File: config.mk
export PLATFORM = sky130hd
export DESIGN_NAME = instruction_fetch_flat
export DESIGN_NICKNAME = d
export VERILOG_FILES = /design/src/rtl/mips_pkg.sv /design/src/rtl/instruction_fetch_if.sv /design/src/rtl/fetch_fifo.sv /design/src/rtl/fetch_fifo_chk.sv /design/src/rtl/instruction_fetch.sv /design/src/flat_wrapper.sv
export SDC_FILE = /design/constraint.sdc
export NUM_CORES = 1
export LEC_CHECK = 0
export CAP_MARGIN = 15
export CORE_ASPECT_RATIO = 1.75
export CORE_MARGIN = 2
export CORE_UTILIZATION = 52
export CTS_CLUSTER_DIAMETER = 40
export DETAILED_ROUTE_END_ITERATION = 7
export MAX_ROUTING_LAYER = met4
export PLACE_DENSITY_LB_ADDON = 0.12
export SLEW_MARGIN = 20
export SYNTH_ARGS = -nofsm -noshare
export SYNTH_HDL_FRONTEND = slang
export SYNTH_SLANG_ARGS = --single-unit
File: constraint.sdc
create_clock -name clk -period 5.7 [get_ports clk]
set_clock_uncertainty 0.15 [all_clocks]
set_input_delay 0.57 -clock clk [delete_from_list [all_inputs] [get_ports clk]]
set_output_delay 0.57 -clock clk [all_outputs]
set_load 0.01 [all_outputs]
File: src/rtl/mips_pkg.sv
// Shared widths, constants and helpers for the MIPS front end.
// Imported by the fetch interface, the fetch stage and its checker.
package mips_pkg;

    localparam int INSTR_W = 32;
    localparam int ADDR_W  = 32;

    localparam logic [INSTR_W-1:0] MIPS_NOP         = 32'h0000_0000;
    localparam logic [ADDR_W-1:0]  DEFAULT_RESET_PC = 32'h0000_0000;
    localparam logic [ADDR_W-1:0]  PC_INC           = 32'h0000_0004;

    typedef enum logic [0:0] {
        ST_RUN   = 1'b0,
        ST_DRAIN = 1'b1
    } fetch_state_e;

    function automatic logic [ADDR_W-1:0] pc_align(input logic [ADDR_W-1:0] pc);
        return pc & ~32'h0000_0003;
    endfunction

endpackage

File: src/rtl/instruction_fetch_if.sv
// Bundle of the fetch stage's memory, redirect and decoder-side handshakes.
// The master side is the fetch stage; the slave side is memory plus decoder.
interface instruction_fetch_if;
    import mips_pkg::*;

    logic               imem_req_valid;
    logic               imem_req_ready;
    logic [ADDR_W-1:0]  imem_addr;
    logic               imem_rsp_valid;
    logic [INSTR_W-1:0] imem_rsp_data;
    logic               redirect_valid;
    logic [ADDR_W-1:0]  redirect_pc;
    logic               instr_valid;
    logic               instr_ready;
    logic [INSTR_W-1:0] instr;
    logic [ADDR_W-1:0]  instr_pc;

    modport master (
        output imem_req_valid, imem_addr, instr_valid, instr, instr_pc,
        input  imem_req_ready, imem_rsp_valid, imem_rsp_data,
        input  redirect_valid, redirect_pc, instr_ready
    );

    modport slave (
        input  imem_req_valid, imem_addr, instr_valid, instr, instr_pc,
        output imem_req_ready, imem_rsp_valid, imem_rsp_data,
        output redirect_valid, redirect_pc, instr_ready
    );

endinterface

File: src/rtl/fetch_fifo.sv
// Small synchronous FIFO with a synchronous flush; the head word is read
// combinationally. Callers never pop when empty nor push when full.
module fetch_fifo #(
    parameter int WIDTH = 64,
    parameter int DEPTH = 2
) (
    input  logic                   clk,
    input  logic                   rst_n,
    input  logic                   i_flush,
    input  logic                   i_push,
    input  logic [WIDTH-1:0]       i_wdata,
    input  logic                   i_pop,
    output logic [WIDTH-1:0]       o_rdata,
    output logic                   o_full,
    output logic                   o_empty,
    output logic [$clog2(DEPTH):0] o_count
);
    localparam int PTR_W = $clog2(DEPTH);

    logic [WIDTH-1:0] r_mem [DEPTH];
    logic [PTR_W-1:0] r_wr_ptr;
    logic [PTR_W-1:0] r_rd_ptr;
    logic [PTR_W:0]   r_count;

    always_ff @(posedge clk or negedge rst_n) begin
        if (!rst_n) begin
            r_wr_ptr <= '0;
            r_rd_ptr <= '0;
            r_count  <= '0;
        end else if (i_flush) begin
            r_wr_ptr <= '0;
            r_rd_ptr <= '0;
            r_count  <= '0;
        end else begin
            if (i_push) r_wr_ptr <= r_wr_ptr + PTR_W'(1);
            if (i_pop)  r_rd_ptr <= r_rd_ptr + PTR_W'(1);
            r_count <= r_count + (PTR_W+1)'(i_push) - (PTR_W+1)'(i_pop);
        end
    end

    // Storage needs no reset: nothing is visible until the count says so.
    always_ff @(posedge clk) begin
        if (i_push && !i_flush) r_mem[r_wr_ptr] <= i_wdata;
    end

    assign o_rdata = r_mem[r_rd_ptr];
    assign o_empty = (r_count == '0);
    assign o_full  = (r_count == (PTR_W+1)'(DEPTH));
    assign o_count = r_count;

endmodule

File: src/rtl/fetch_fifo_chk.sv
// Invariants of the fetch stage: the prefetch buffer never overflows and
// memory never answers a read that was not issued.
module fetch_fifo_chk #(
    parameter int DEPTH = 2,
    parameter int CNT_W = 2
) (
    input logic             clk,
    input logic             rst_n,
    input logic             i_push,
    input logic             i_pop,
    input logic             i_full,
    input logic             i_rsp,
    input logic [CNT_W-1:0] i_outstanding
);
    a_no_overflow: assert property (@(posedge clk) disable iff (!rst_n)
        !(i_push && i_full && !i_pop));

    a_outstanding_bound: assert property (@(posedge clk) disable iff (!rst_n)
        i_outstanding <= CNT_W'(DEPTH));

    a_rsp_expected: assert property (@(posedge clk) disable iff (!rst_n)
        i_rsp |-> (i_outstanding != '0));

endmodule

File: src/rtl/instruction_fetch.sv
// Fetch stage: owns the PC, keeps at most FIFO_DEPTH reads plus buffered words
// in flight, and discards responses made stale by a redirect.
module instruction_fetch
    import mips_pkg::*;
#(
    parameter logic [ADDR_W-1:0] RESET_PC   = DEFAULT_RESET_PC,
    parameter int                FIFO_DEPTH = 2
) (
    input logic                 clk,
    input logic                 rst_n,
    instruction_fetch_if.master bus
);
    localparam int PTR_W   = $clog2(FIFO_DEPTH);
    localparam int CNT_W   = PTR_W + 1;
    localparam int ENTRY_W = INSTR_W + ADDR_W;

    fetch_state_e       r_state;
    fetch_state_e       w_state_next;
    logic               r_started;
    logic [ADDR_W-1:0]  r_pc;
    logic [ADDR_W-1:0]  w_pc_next;
    logic [CNT_W-1:0]   r_outstanding;
    logic [CNT_W-1:0]   w_outstanding_next;
    logic [CNT_W-1:0]   r_drop_cnt;
    logic [CNT_W-1:0]   w_drop_cnt_next;
    logic [ADDR_W-1:0]  r_inflight_pc [FIFO_DEPTH];
    logic [PTR_W-1:0]   r_if_wr_ptr;
    logic [PTR_W-1:0]   r_if_rd_ptr;
    logic               w_req_valid;
    logic               w_req_hs;
    logic               w_rsp;
    logic               w_drop;
    logic               w_push;
    logic               w_pop;
    logic [CNT_W:0]     w_occupancy;
    logic [ENTRY_W-1:0] w_head;
    logic               w_empty;
    logic               w_full;
    logic [CNT_W-1:0]   w_count;

    // Stale reads still occupy a slot, which bounds the in-flight PC queue too.
    assign w_occupancy = {1'b0, r_outstanding} + {1'b0, w_count};
    assign w_req_valid = r_started && (w_occupancy < (CNT_W+1)'(FIFO_DEPTH));
    assign w_req_hs    = w_req_valid && bus.imem_req_ready;
    assign w_rsp       = bus.imem_rsp_valid;
    assign w_push      = w_rsp && !w_drop && !bus.redirect_valid;
    assign w_pop       = !w_empty && bus.instr_ready;

    assign bus.imem_req_valid = w_req_valid;
    assign bus.imem_addr      = r_pc;
    assign bus.instr_valid    = !w_empty;
    assign bus.instr          = w_empty ? MIPS_NOP : w_head[ENTRY_W-1:ADDR_W];
    assign bus.instr_pc       = w_empty ? '0 : w_head[ADDR_W-1:0];

    always_comb begin
        w_drop             = 1'b0;
        w_outstanding_next = r_outstanding + CNT_W'(w_req_hs) - CNT_W'(w_rsp);
        case (r_state)
            ST_RUN:   w_drop = 1'b0;
            ST_DRAIN: w_drop = 1'b1;
            default:  w_drop = 1'b0;
        endcase
        // A redirect marks everything still in flight after this cycle as stale.
        if (bus.redirect_valid) begin
            w_drop_cnt_next = w_outstanding_next;
        end else if (w_drop && w_rsp) begin
            w_drop_cnt_next = r_drop_cnt - CNT_W'(1);
        end else begin
            w_drop_cnt_next = r_drop_cnt;
        end
        if (w_drop_cnt_next != '0) begin
            w_state_next = ST_DRAIN;
        end else begin
            w_state_next = ST_RUN;
        end
        if (bus.redirect_valid) begin
            w_pc_next = pc_align(bus.redirect_pc);
        end else if (w_req_hs) begin
            w_pc_next = r_pc + PC_INC;
        end else begin
            w_pc_next = r_pc;
        end
    end

    always_ff @(posedge clk or negedge rst_n) begin
        if (!rst_n) begin
            r_state       <= ST_RUN;
            r_started     <= 1'b0;
            r_pc          <= RESET_PC;
            r_outstanding <= '0;
            r_drop_cnt    <= '0;
            r_if_wr_ptr   <= '0;
            r_if_rd_ptr   <= '0;
        end else begin
            r_state       <= w_state_next;
            r_started     <= 1'b1;
            r_pc          <= w_pc_next;
            r_outstanding <= w_outstanding_next;
            r_drop_cnt    <= w_drop_cnt_next;
            if (w_req_hs) r_if_wr_ptr <= r_if_wr_ptr + PTR_W'(1);
            if (w_rsp)    r_if_rd_ptr <= r_if_rd_ptr + PTR_W'(1);
        end
    end

    always_ff @(posedge clk) begin
        if (w_req_hs) r_inflight_pc[r_if_wr_ptr] <= r_pc;
    end

    fetch_fifo #(
        .WIDTH (ENTRY_W),
        .DEPTH (FIFO_DEPTH)
    ) u_fifo (
        .clk     (clk),
        .rst_n   (rst_n),
        .i_flush (bus.redirect_valid),
        .i_push  (w_push),
        .i_wdata ({bus.imem_rsp_data, r_inflight_pc[r_if_rd_ptr]}),
        .i_pop   (w_pop),
        .o_rdata (w_head),
        .o_full  (w_full),
        .o_empty (w_empty),
        .o_count (w_count)
    );

    fetch_fifo_chk #(
        .DEPTH (FIFO_DEPTH),
        .CNT_W (CNT_W)
    ) u_chk (
        .clk           (clk),
        .rst_n         (rst_n),
        .i_push        (w_push),
        .i_pop         (w_pop),
        .i_full        (w_full),
        .i_rsp         (w_rsp),
        .i_outstanding (r_outstanding)
    );

endmodule

File: src/flat_wrapper.sv
// flat-port wrapper written by rule: the top's interface ports become plain ports
module instruction_fetch_flat import mips_pkg::*;
#(
    parameter logic [ADDR_W-1:0] RESET_PC   = DEFAULT_RESET_PC,
    parameter int                FIFO_DEPTH = 2
)
  (clk, rst_n, bus_imem_req_valid, bus_imem_addr, bus_instr_valid, bus_instr, bus_instr_pc, bus_imem_req_ready, bus_imem_rsp_valid, bus_imem_rsp_data, bus_redirect_valid, bus_redirect_pc, bus_instr_ready);
  instruction_fetch_if bus_i ();
  input logic clk;
  input logic rst_n;
  output wire logic [$bits(bus_i.imem_req_valid)-1:0] bus_imem_req_valid;
  output wire logic [$bits(bus_i.imem_addr)-1:0] bus_imem_addr;
  output wire logic [$bits(bus_i.instr_valid)-1:0] bus_instr_valid;
  output wire logic [$bits(bus_i.instr)-1:0] bus_instr;
  output wire logic [$bits(bus_i.instr_pc)-1:0] bus_instr_pc;
  input wire logic [$bits(bus_i.imem_req_ready)-1:0] bus_imem_req_ready;
  input wire logic [$bits(bus_i.imem_rsp_valid)-1:0] bus_imem_rsp_valid;
  input wire logic [$bits(bus_i.imem_rsp_data)-1:0] bus_imem_rsp_data;
  input wire logic [$bits(bus_i.redirect_valid)-1:0] bus_redirect_valid;
  input wire logic [$bits(bus_i.redirect_pc)-1:0] bus_redirect_pc;
  input wire logic [$bits(bus_i.instr_ready)-1:0] bus_instr_ready;
  assign bus_imem_req_valid = bus_i.imem_req_valid;
  assign bus_imem_addr = bus_i.imem_addr;
  assign bus_instr_valid = bus_i.instr_valid;
  assign bus_instr = bus_i.instr;
  assign bus_instr_pc = bus_i.instr_pc;
  assign bus_i.imem_req_ready = bus_imem_req_ready;
  assign bus_i.imem_rsp_valid = bus_imem_rsp_valid;
  assign bus_i.imem_rsp_data = bus_imem_rsp_data;
  assign bus_i.redirect_valid = bus_redirect_valid;
  assign bus_i.redirect_pc = bus_redirect_pc;
  assign bus_i.instr_ready = bus_instr_ready;
  instruction_fetch #(.RESET_PC(RESET_PC), .FIFO_DEPTH(FIFO_DEPTH)) u_core (.clk(clk), .rst_n(rst_n), .bus(bus_i));
endmodule
==> results.py, run 1 <==
metrics = {
    "yosys": {
        "synthFlopType": "edfxtp_1",
        "netlist_area_um2": 9110,
        "synth_edf_count": 184,
        "seq_area_frac_synth_pct": 72.2,
        "synth-compound-area-share_pct": 1.65,
        "synth.distinct_cells": 34,
        "avgSynthCellArea_um2": 15.1,
        "synth_top_family_by_area": "multiplexers",
        "synthArstFlopShare_pct": 18.6,
        "synth-simple-area-share_pct": 8.54,
        "synth_cells": 603,
        "ys_top_cells_by_count": "edfxtp_1 (184), nor2_1 (74), mux2i_1 (63)",
        "synth.most_common_cell": "edfxtp_1",
        "yosysWarnings": 0,
        "yosys-top-cells-area": "edfxtp_1 (61%), dfrtp_1 (12%), mux2i_1 (6.9%)",
        "muxShareOfSynthArea_pct": 10.9,
        "yosys.area.top_type_share_pct": 60.6,
        "synthAdderAreaFrac_pct": 0.906,
        "synth-xor-area-share_pct": 3.75,
        "synth_area_leader_cell": "edfxtp_1",
        "ys_ff_latch": 226,
    },
    "sta": {
        "slew_headroom_pct": 27.5,
        "finalSetupViolCount": 0,
        "slew_viol_final": 0,
        "worst_slew_pin_slew_ps": 1090,
        "worst_slack_ps": 2400,
        "min_period_over_period_pct": 57.9,
        "timing_hold_violations_final": 0,
        "timing.fmax_ghz": 0.303,
        "min_period_ps": 3300,
        "hold_ws_ps": 315,
        "rsz0062_at_grt": "no",
        "setup-tns-final_ps": 0,
    },
    "pwr": {
        "vdd_drop_max_mv": 0.265,
        "leakage_nw": 3.96,
        "power_mw": 4.93,
        "pwr_density_cell_nw_per_um2": 423,
    },
    "setup_path": {
        "critPathMaxFanout": 63,
        "worstRegToRegCells": 8,
        "end_kind": "output pin",
        "worstReg2RegStart": "u_core.u_fifo.o_count[0]",
        "required_ps": 4980,
        "crit_path_cell_trace": "mux2i_1 > nor2_1 > clkdlybuf4s50_1",
        "cpMaxStageDelayCell": "dfrtp_4",
        "critPathLaunchType": "flop",
        "crit_path_max_incr_delay_ps": 1130,
        "critPathKind": "reg -> out",
        "cp-startpoint": "u_core.u_fifo.r_rd_ptr",
        "cp_data_arrival_time_ps": 2580,
    },
    "floorplan": {
        "rows": 64,
        "die_h_um": 179,
        "die-area_um2": 18600,
        "start_util_pct": 52.7,
        "pin_count": 168,
        "dieWidth_um": 104,
        "fp.coreArea_um2": 17300,
    },
    "final_layout": {
        "fill_cells": 1286,
        "design_area_um2": 11600,
        "final_cells": 1014,
        "final_core_util_pct": 67.3,
        "drive_gt1_share_pct": 10.9,
        "fin_nets": 845,
        "antennaDiodeCount": 0,
        "syn_to_final_growth_pct": 27.8,
    },
    "clocking": {
        "clkTransAtPathRegs_ps": 70,
        "cts_tree": "yes",
        "cts_sinks": 226,
        "cts_buffers": 21,
        "postCtsSetupBuffers": 0,
        "htree_levels": 1,
        "clk_path_buf_depth": 3,
        "clockRootBuffer": "clkbuf_16",
        "clock_latency_ps": 480,
        "ctsResizeCount": 0,
    },
    "place": {
        "place_congestion": 0.839,
        "port_buffers": 161,
        "dp_slack_ps": 2110,
        "dpl.cell_count": 975,
        "place_hpwl_um": 10900,
        "placed_area_um2": 10900,
    },
    "route": {
        "drtPass1Iterations": 4,
        "ant_nets": 0,
        "drc": 0,
        "drt-total-wl_um": 16500,
        "via_count": 5162,
        "drt_iter0_markers": 190,
        "vias_per_cell": 5.09,
        "routedWlPerCell_um": 16.3,
    },
    "flow_run": {
        "max-cap-violations": 0,
    },
    "min_path": {
        "hp-start": "u_core.r_if_rd_ptr",
        "whs_path_depth": 1,
        "min_path_type": "reg -> reg",
    },
    "global_route": {
        "grt_pass1_wl_um": 26100,
        "antenna_found_initial": 0,
        "grt_pass1_vias": 5281,
        "use_met3_pct": 2.25,
        "grt_max_degree": 68,
        "grt_use_total_pct": 17.9,
        "grt.overflow.total": 0,
        "grt.busiest_layer": "met2",
        "use_met1_pct": 21.2,
        "use_met2_pct": 32.4,
    },
    "outcome": {
        "outcome": "finished, final reports clean",
    },
}
==> routing by layer <==
layer | part of all wire, % | routed length [um]
met1 | 41 | 6840
met5 | 0 | 0
met2 | 53 | 8720
met4 | 1.7 | 278
met3 | 4.0 | 659
==> report_power, final <==
group | internal (mW) | switching, mW
Combinational | 0.729 | 0.624
Sequential | 2.05 | 0.182
Clock | 0.773 | 0.571
Total | 3.55 | 1.38
==> registers in the layout, summed over array words and instances, names as in the netlist <==
| register | count |
|---|---|
| u_core.r_drop_cnt | 2 |
| u_core.bus.imem_addr | 30 |
| u_core.u_fifo.r_wr_ptr | 1 |
| u_core.r_if_wr_ptr | 1 |
| u_core.u_fifo.o_count | 2 |
| u_core.r_inflight_pc | 60 |
| u_core.r_outstanding | 2 |
| u_core.r_if_rd_ptr | 1 |
| u_core.u_fifo.r_mem | 124 |
| u_core.r_started | 1 |
| u_core.u_fifo.r_rd_ptr | 1 |
| u_core.r_state | 1 |
==> critical path: cells and delay by family (launching register included) <==
kind | cells | cell delay, ps
and+or+nand+nor | 1 | 160
DFF | 1 | 1130
buffers and inverters | 1 | 550
muxes | 1 | 210
==> worst paths after layout <==
path | endpoint | slack [ps]
setup reg to reg | u_core.bus.imem_addr[28] | 2600
hold / removal | u_core.r_if_rd_ptr | 320
min in group asynchronous | u_core.bus.imem_addr[25] | 330
max in group asynchronous | u_core.u_fifo.r_rd_ptr | 4580
hold reg to reg | u_core.r_if_rd_ptr | 320
setup / recovery | bus_instr_pc[5] | 2400
==> area by class of cell <==
type                       instances  area [um^2]  share of cell area [%]
timing repair buffer             169         1680                    14.4
inverter                          13         48.8                   0.419
tap                              231          289                    2.48
multi-input combinational        338         2380                    20.4
clock inverter                    14          138                    1.18
sequential                       226         6580                    56.5
clock buffer                      23          533                    4.58
==> timing repair <==
| action | 4_1_cts | 5_1_grt |
|---|---|---|
| hold endpoints to repair | 0 | 10 |
| hold buffers | 0 | 1 |
| setup endpoints to repair | 0 | 0 |
==> cell families after synthesis <==
logic type      Yosys count
simple gates            163
mux                      95
other cells               2
flops                   226
buf+inv                  42
fa+ha+maj                 6
compound gates           30
xor+xnor                 39
==> placed cells by master (no fill, tap or decap), drive strengths merged <==
| cell | netlist | routed |
|---|---|---|
| nor4 | 1 | 1 |
| inv | 12 | 13 |
| and4 | 1 | 1 |
| nor3b | 1 | 1 |
| conb | 2 | 5 |
| bufinv | 0 | 2 |
| nor2 | 74 | 74 |
| mux2i | 63 | 63 |
| and2 | 3 | 3 |
| and3 | 1 | 1 |
| o21ai | 30 | 30 |
| clkinv | 1 | 10 |
| nand4 | 11 | 11 |
| clkbuf | 14 | 23 |
| xor2 | 22 | 22 |
| edfxtp | 184 | 184 |
| nand4bb | 1 | 1 |
| ha | 5 | 5 |
| mux2 | 32 | 32 |
| dfrtp | 42 | 42 |
| dlygate4sd3 | 0 | 1 |
| clkinvlp | 0 | 2 |
| nor2b | 4 | 4 |
| or3 | 1 | 1 |
| nand2 | 40 | 40 |
| nor3 | 7 | 7 |
| fa | 1 | 1 |
| xnor2 | 17 | 17 |
| nand3 | 12 | 12 |
| or2 | 3 | 3 |
| buf | 15 | 9 |
| nand4b | 3 | 3 |
| clkdlybuf4s50 | 0 | 159 |
No activity file was read; power rests on OpenSTA's default activity.
==> run 2: changes to the inputs <==
==> constraint.sdc (replaced) <==
create_clock -name clk -period 3.4 [get_ports clk]
set_clock_uncertainty 0.15 [all_clocks]
set_input_delay 0.34 -clock clk [delete_from_list [all_inputs] [get_ports clk]]
set_output_delay 0.34 -clock clk [all_outputs]
set_load 0.01 [all_outputs]
==> run 2 against run 1 <==
Net effect:
- total power increased by 65%
- die area is the same
- first-iteration DRC count down 10%
==> results.py, run 2 (same netlist as run 1, synthesis figures left out) <==
metrics = {
    "final_layout": {
        "mostFrequentLayoutCells": "edfxtp_1 (184), clkdlybuf4s50_1 (159), nor2_1 (72), mux2i_1 (63), dfrtp_1 (41)",
        "fill_cells": 1285,
        "antennaDiodeCount": 0,
        "regMostFlops": "u_core.u_fifo.r_mem",
        "syn_to_final_growth_pct": 28.0,
        "multi_input_area_um2": 2380,
        "final_common_cell": "edfxtp_1",
        "regArea_um2": 6580,
        "largest_reg_flops": 124,
        "fin_nets": 850,
        "drive_gt1_share_pct": 10.7,
    },
    "floorplan": {
        "fp.coreArea_um2": 17300,
        "die_h_um": 179,
        "dieWidth_um": 104,
        "die-area_um2": 18600,
        "rows": 64,
        "start_util_pct": 52.7,
        "pin_count": 168,
    },
    "global_route": {
        "grt_pass1_vias": 5228,
        "grt.busiest_layer": "met2",
        "grt_pass1_wl_um": 26000,
        "grt_use_total_pct": 17.9,
        "use_met1_pct": 20.7,
        "use_met2_pct": 31.9,
        "grt_max_degree": 67,
        "antenna_found_initial": 0,
        "use_met3_pct": 2.76,
        "grt.overflow.total": 0,
    },
    "clocking": {
        "clockRootBuffer": "clkbuf_16",
        "ctsResizeCount": 0,
        "cts_buffers": 21,
        "cts_sinks": 226,
        "clkTransAtPathRegs_ps": 60,
        "cts_tree": "yes",
        "clk_path_buf_depth": 3,
        "clock_latency_ps": 490,
        "htree_levels": 1,
        "postCtsSetupBuffers": 0,
    },
    "sta": {
        "setup-tns-final_ps": 0,
        "min_period_over_period_pct": 86.0,
        "slew_viol_final": 0,
        "worst_slew_pin_slew_ps": 970,
        "timing.fmax_ghz": 0.342,
        "min_period_ps": 2920,
        "slew_headroom_pct": 35.3,
        "finalSetupViolCount": 0,
        "timing_hold_violations_final": 0,
        "hold_ws_ps": 250,
        "rsz0062_at_grt": "no",
    },
    "place": {
        "place_congestion": 0.840,
        "port_buffers": 161,
        "place_hpwl_um": 11100,
    },
    "route": {
        "ant_nets": 0,
        "via_count": 5174,
        "routedWlPerCell_um": 16.0,
        "drtPass1Iterations": 4,
        "drt-total-wl_um": 16200,
        "drc": 0,
        "drt_iter0_markers": 171,
        "vias_per_cell": 5.09,
    },
    "setup_path": {
        "cp_data_arrival_time_ps": 2430,
        "critPathMaxFanout": 40,
        "critPathKind": "reg -> out",
        "worstRegToRegCells": 11,
        "end_kind": "output pin",
        "critPathLaunchType": "flop",
        "required_ps": 2910,
    },
    "outcome": {
        "outcome": "finished, final reports clean",
    },
    "min_path": {
        "whs_path_depth": 3,
        "min_path_type": "in -> reg",
    },
    "pwr": {
        "pwr_density_cell_nw_per_um2": 697,
        "leakage_nw": 3.96,
        "vdd_drop_max_mv": 0.456,
    },
    "flow_run": {
        "max-cap-violations": 0,
    },
}
[run 2: cell count changes in the layout (fill, tap and decap cells not counted), sizes merged]
| cell | delta |
|---|---|
| clkinvlp | -1 |
| clkinv | -7 |
| clkbuf | +7 |
| inv | -1 |
| buf | +5 |
| bufinv | -1 |
[run 2: final timing paths]
kind | startpoint | endpoint | slack, ps
setup / recovery | u_core.u_fifo.r_rd_ptr | bus_instr[23] | 480
hold / removal | bus_redirect_pc[24] | u_core.bus.imem_addr[24] | 250
setup reg to reg | u_core.u_fifo.o_count[0] | u_core.r_state | 590
hold reg to reg | u_core.r_if_rd_ptr | u_core.r_if_rd_ptr | 320
max in group asynchronous | rst_n | u_core.u_fifo.r_rd_ptr | 1980
min in group asynchronous | rst_n | u_core.bus.imem_addr[25] | 380
[run 2: area by class of cell]
cell class | count | area share, %
repair buffers | 174 | 15.0
clock inverters | 4 | 0.429
flip-flops and latches | 226 | 56.4
clock buffers | 30 | 4.80
inverters | 13 | 0.419
well taps | 231 | 2.48
multi-input cells | 338 | 20.4
[run 2: what timing repair did]
action / in CTS / in global routing
hold buffers: 1 / 0
endpoints found under the setup margin: 0 / 0
endpoints found under the hold margin: 42 / 0
[run 2: power by group]
group | switching (mW) | leakage [nW] | internal, mW
sequential | 0.251 | 2.18 | 3.44
combinational | 1.09 | 1.49 | 1.24
clock | 0.899 | 0.289 | 1.22
total | 2.24 | 3.96 | 5.89
[run 2: through the flow]
stage / worst slack [ps] / util, % / instances / instance area [um^2] / total power [mW]
CTS: 416 / 67.4 / 1016 / 11700 / 8.24
detailed placement: 571 / 63.8 / 981 / 11000 / 6.11
floorplan: 356 / - / 606 / 9130 / 5.01
global route: 337 / 67.4 / 1016 / 11700 / 8.55
global placement: 621 / 63.8 / 981 / 11000 / 6.04
finish: 477 / 67.4 / 1016 / 11700 / 8.13
[run 2: worst max-delay path, stage by stage, from the launching register on]
cell             delay, ps
dfrtp_4                890
buf_12                 290
mux2i_1                220
nor2_1                  60
clkdlybuf4s50_1        470
[run 2: metal layers]
| layer | wire length (um) | up-vias | share of wire [%] |
|---|---|---|---|
| met3 | 704 | 27 | 4.3 |
| li1 | - | 2505 | - |
| met2 | 8720 | 148 | 54 |
| met4 | 321 | 0 | 2.0 |
| met5 | 0 | - | 0 |
| met1 | 6490 | 2494 | 40 |
==> run 3: changes to the inputs <==
--- a/config.mk
+++ b/config.mk
@@ -13,6 +13,7 @@
 export DETAILED_ROUTE_END_ITERATION = 7
 export MAX_ROUTING_LAYER = met4
 export PLACE_DENSITY_LB_ADDON = 0.12
+export SETUP_SLACK_MARGIN = 0.5
 export SLEW_MARGIN = 20
 export SYNTH_ARGS = -nofsm -noshare
 export SYNTH_HDL_FRONTEND = slang
==> run 3 against run 2 <==
Net effect:
- sequential power shrank 2%
- routed wire length grew 2.2%
- cell count grew 0.69%
- die area is the same
- clock power is essentially flat
- total power grew 1.1%
- via count grew 1.2%
- count of clock-buffer cells in the layout shrank 5
- register-to-register slack gained 50 ps
==> results.py, run 3 (same netlist as run 1, synthesis figures left out) <==
metrics = {
    "pwr": {
        "p_seq_share_pct": 44.2,
        "pwr-share-comb_pct": 30.1,
        "pwr_density_cell_nw_per_um2": 701,
        "vdd_drop_max_mv": 0.382,
        "power_mw": 8.22,
        "p_int_mw": 5.93,
        "clkPwrFrac_pct": 25.7,
        "swShare_pct": 27.9,
        "p_sw_mw": 2.29,
        "leakage_nw": 4.01,
    },
    "setup_path": {
        "worst-path-buf-inv": 2,
        "r2r_slack_ps": 640,
        "cp_data_arrival_time_ps": 2980,
        "critPathLaunchType": "flop",
        "crit_path_max_incr_delay_ps": 510,
        "cpMaxStageDelayCell": "fa_1",
        "critPathMaxFanout": 6,
        "crit_path_cell_trace": "inv_1 > nor2_1 > fa_1 > nand4bb_4 > clkinvlp_4 > ha_1 > xnor2_1 > xnor2_1 > nand2_1 > o21ai_0 > or2_2",
        "critPathMostFrequentCell": "xnor2_1",
        "r2r-end": "u_core.r_state",
        "cp_top_family": "adder cells",
        "critPathKind": "reg -> reg",
        "worstReg2RegStart": "u_core.u_fifo.o_count[0]",
        "worstRegToRegCells": 11,
        "required_ps": 3620,
        "end_kind": "flop",
    },
    "route": {
        "drc": 0,
        "drt_iter0_markers": 237,
        "routedWlPerCell_um": 16.2,
        "vias_per_cell": 5.12,
        "drtPass1Iterations": 4,
        "ant_nets": 0,
        "drt-total-wl_um": 16600,
        "via_count": 5237,
    },
    "global_route": {
        "grt_max_degree": 67,
        "grt_pass1_wl_um": 26000,
        "use_met2_pct": 32.5,
        "grt_use_total_pct": 17.9,
        "use_met3_pct": 2.40,
        "use_met1_pct": 20.5,
        "grt_pass1_vias": 5321,
        "grt.busiest_layer": "met2",
        "grt.overflow.total": 0,
        "antenna_found_initial": 0,
    },
    "clocking": {
        "clkTransAtPathRegs_ps": 70,
        "clockRootBuffer": "clkbuf_16",
        "clk_path_buf_depth": 3,
        "htree_levels": 1,
        "clock_latency_ps": 480,
        "cts_sinks": 226,
        "cts_tree": "yes",
        "cts_buffers": 20,
    },
    "floorplan": {
        "dieWidth_um": 104,
        "pin_count": 168,
        "start_util_pct": 52.7,
        "die_h_um": 179,
        "rows": 64,
        "fp.coreArea_um2": 17300,
        "die-area_um2": 18600,
    },
    "final_layout": {
        "fin_nets": 855,
        "final_common_cell": "edfxtp_1",
        "regMostFlops": "u_core.u_fifo.r_mem",
        "drive_gt1_share_pct": 11.7,
        "syn_to_final_growth_pct": 28.8,
        "largest_reg_flops": 124,
        "fill_cells": 1293,
        "antennaDiodeCount": 0,
        "mostFrequentLayoutCells": "edfxtp_1 (184), clkdlybuf4s50_1 (158), nor2_1 (72), mux2i_1 (63), dfrtp_1 (41)",
    },
    "outcome": {
        "outcome": "finished, final reports clean",
    },
    "flow_run": {
        "max-cap-violations": 0,
    },
    "place": {
        "place_hpwl_um": 11300,
        "place_congestion": 0.829,
        "port_buffers": 161,
    },
    "min_path": {
        "hp-start": "bus_redirect_pc[31]",
        "min_path_type": "in -> reg",
        "whs_path_depth": 3,
        "min_to": "u_core.bus.imem_addr[31]",
    },
    "sta": {
        "min_period_over_period_pct": 81.3,
        "finalSetupViolCount": 0,
        "slew_viol_final": 0,
        "setup-tns-final_ps": 0,
        "slew_headroom_pct": 35.3,
        "rsz0062_at_grt": "yes",
        "worst_slew_pin_slew_ps": 971,
        "min_period_ps": 2760,
        "timing_hold_violations_final": 0,
        "timing.fmax_ghz": 0.362,
    },
}
[run 3: changes by cell type in the layout (fill, tap and decap cells not counted)]
cell and change:
buf_12 +1, clkinv_4 -1, clkdlybuf4s50_1 -1, dlygate4sd2_1 +1, inv_8 +1, buf_8 +1, buf_4 +3, buf_6 +1
clkbuf_1 -5, clkinv_1 +3, clkinv_2 +3
[run 3: tightest hold or removal path: cells and delay by family]
family                 cells  cell delay (ps)
buffers and inverters      1              390
AO/OA/AOI/OAI              1               50
AND/OR/NAND/NOR            1               60
[run 3: per-stage QoR]
stage               setup slack, ps  util, %  cell area, um^2  std cells  hold WS, ps
floorplan                       608        -             9130        606         -106
global placement                618     63.9            11100        982          304
detailed placement              549     63.9            11100        982          336
CTS                             512     67.6            11700       1018          242
global route                    453     67.9            11700       1023          252
finish                          637     67.9            11700       1023          252
[run 3: layout make-up]
cell class | count | area [um^2] | share of cell area [%]
clock buffer | 25 | 541 | 4.61
clock inverter | 10 | 75.1 | 0.640
inverter | 13 | 52.6 | 0.448
multi-input combinational | 338 | 2380 | 20.3
sequential | 226 | 6580 | 56.1
tap | 231 | 289 | 2.46
timing repair buffer | 180 | 1820 | 15.5
[run 3: worst max path at each step]
| stage | start | end | slack (ps) | cells past startpoint |
|---|---|---|---|---|
| 6_report | u_core.u_fifo.o_count[0] | u_core.r_state | 640 | 11 |
| 2_1_floorplan | u_core.r_state | u_core.u_fifo.r_mem[1][10] | 610 | 3 |
| 3_5_place_dp | u_core.u_fifo.o_count[0] | u_core.r_state | 550 | 11 |
| 3_3_place_gp | u_core.u_fifo.o_count[0] | u_core.r_state | 620 | 11 |
| 5_1_grt | u_core.u_fifo.o_count[0] | u_core.r_state | 450 | 11 |
| 4_1_cts | u_core.u_fifo.o_count[1] | bus_instr_pc[31] | 510 | 4 |
[run 3: per-layer routing]
layer	share of wire, %	up-vias
li1	-	2522
met1	40	2537
met2	53	149
met3	4.2	29
met4	2.1	0
met5	0	-
[run 3: repair_timing]
action,4_1_cts,5_1_grt
cloned,0,0
pin swaps,0,1
hold buffers,1,0
endpoints found under the setup margin,49,49
setup buffers,0,5
resized for setup,2,1
endpoints found under the hold margin,42,0
[run 3: power by group through the flow]
stage | Clock [mW] | Combinational (mW) | Sequential (mW)
4_1_cts | 2.18 | 2.43 | 3.66
3_5_place_dp | 0 | 2.41 | 3.72
2_1_floorplan | 0 | 1.38 | 3.63
6_report | 2.12 | 2.47 | 3.63
5_1_grt | 2.28 | 2.67 | 3.67
3_3_place_gp | 0 | 2.36 | 3.69
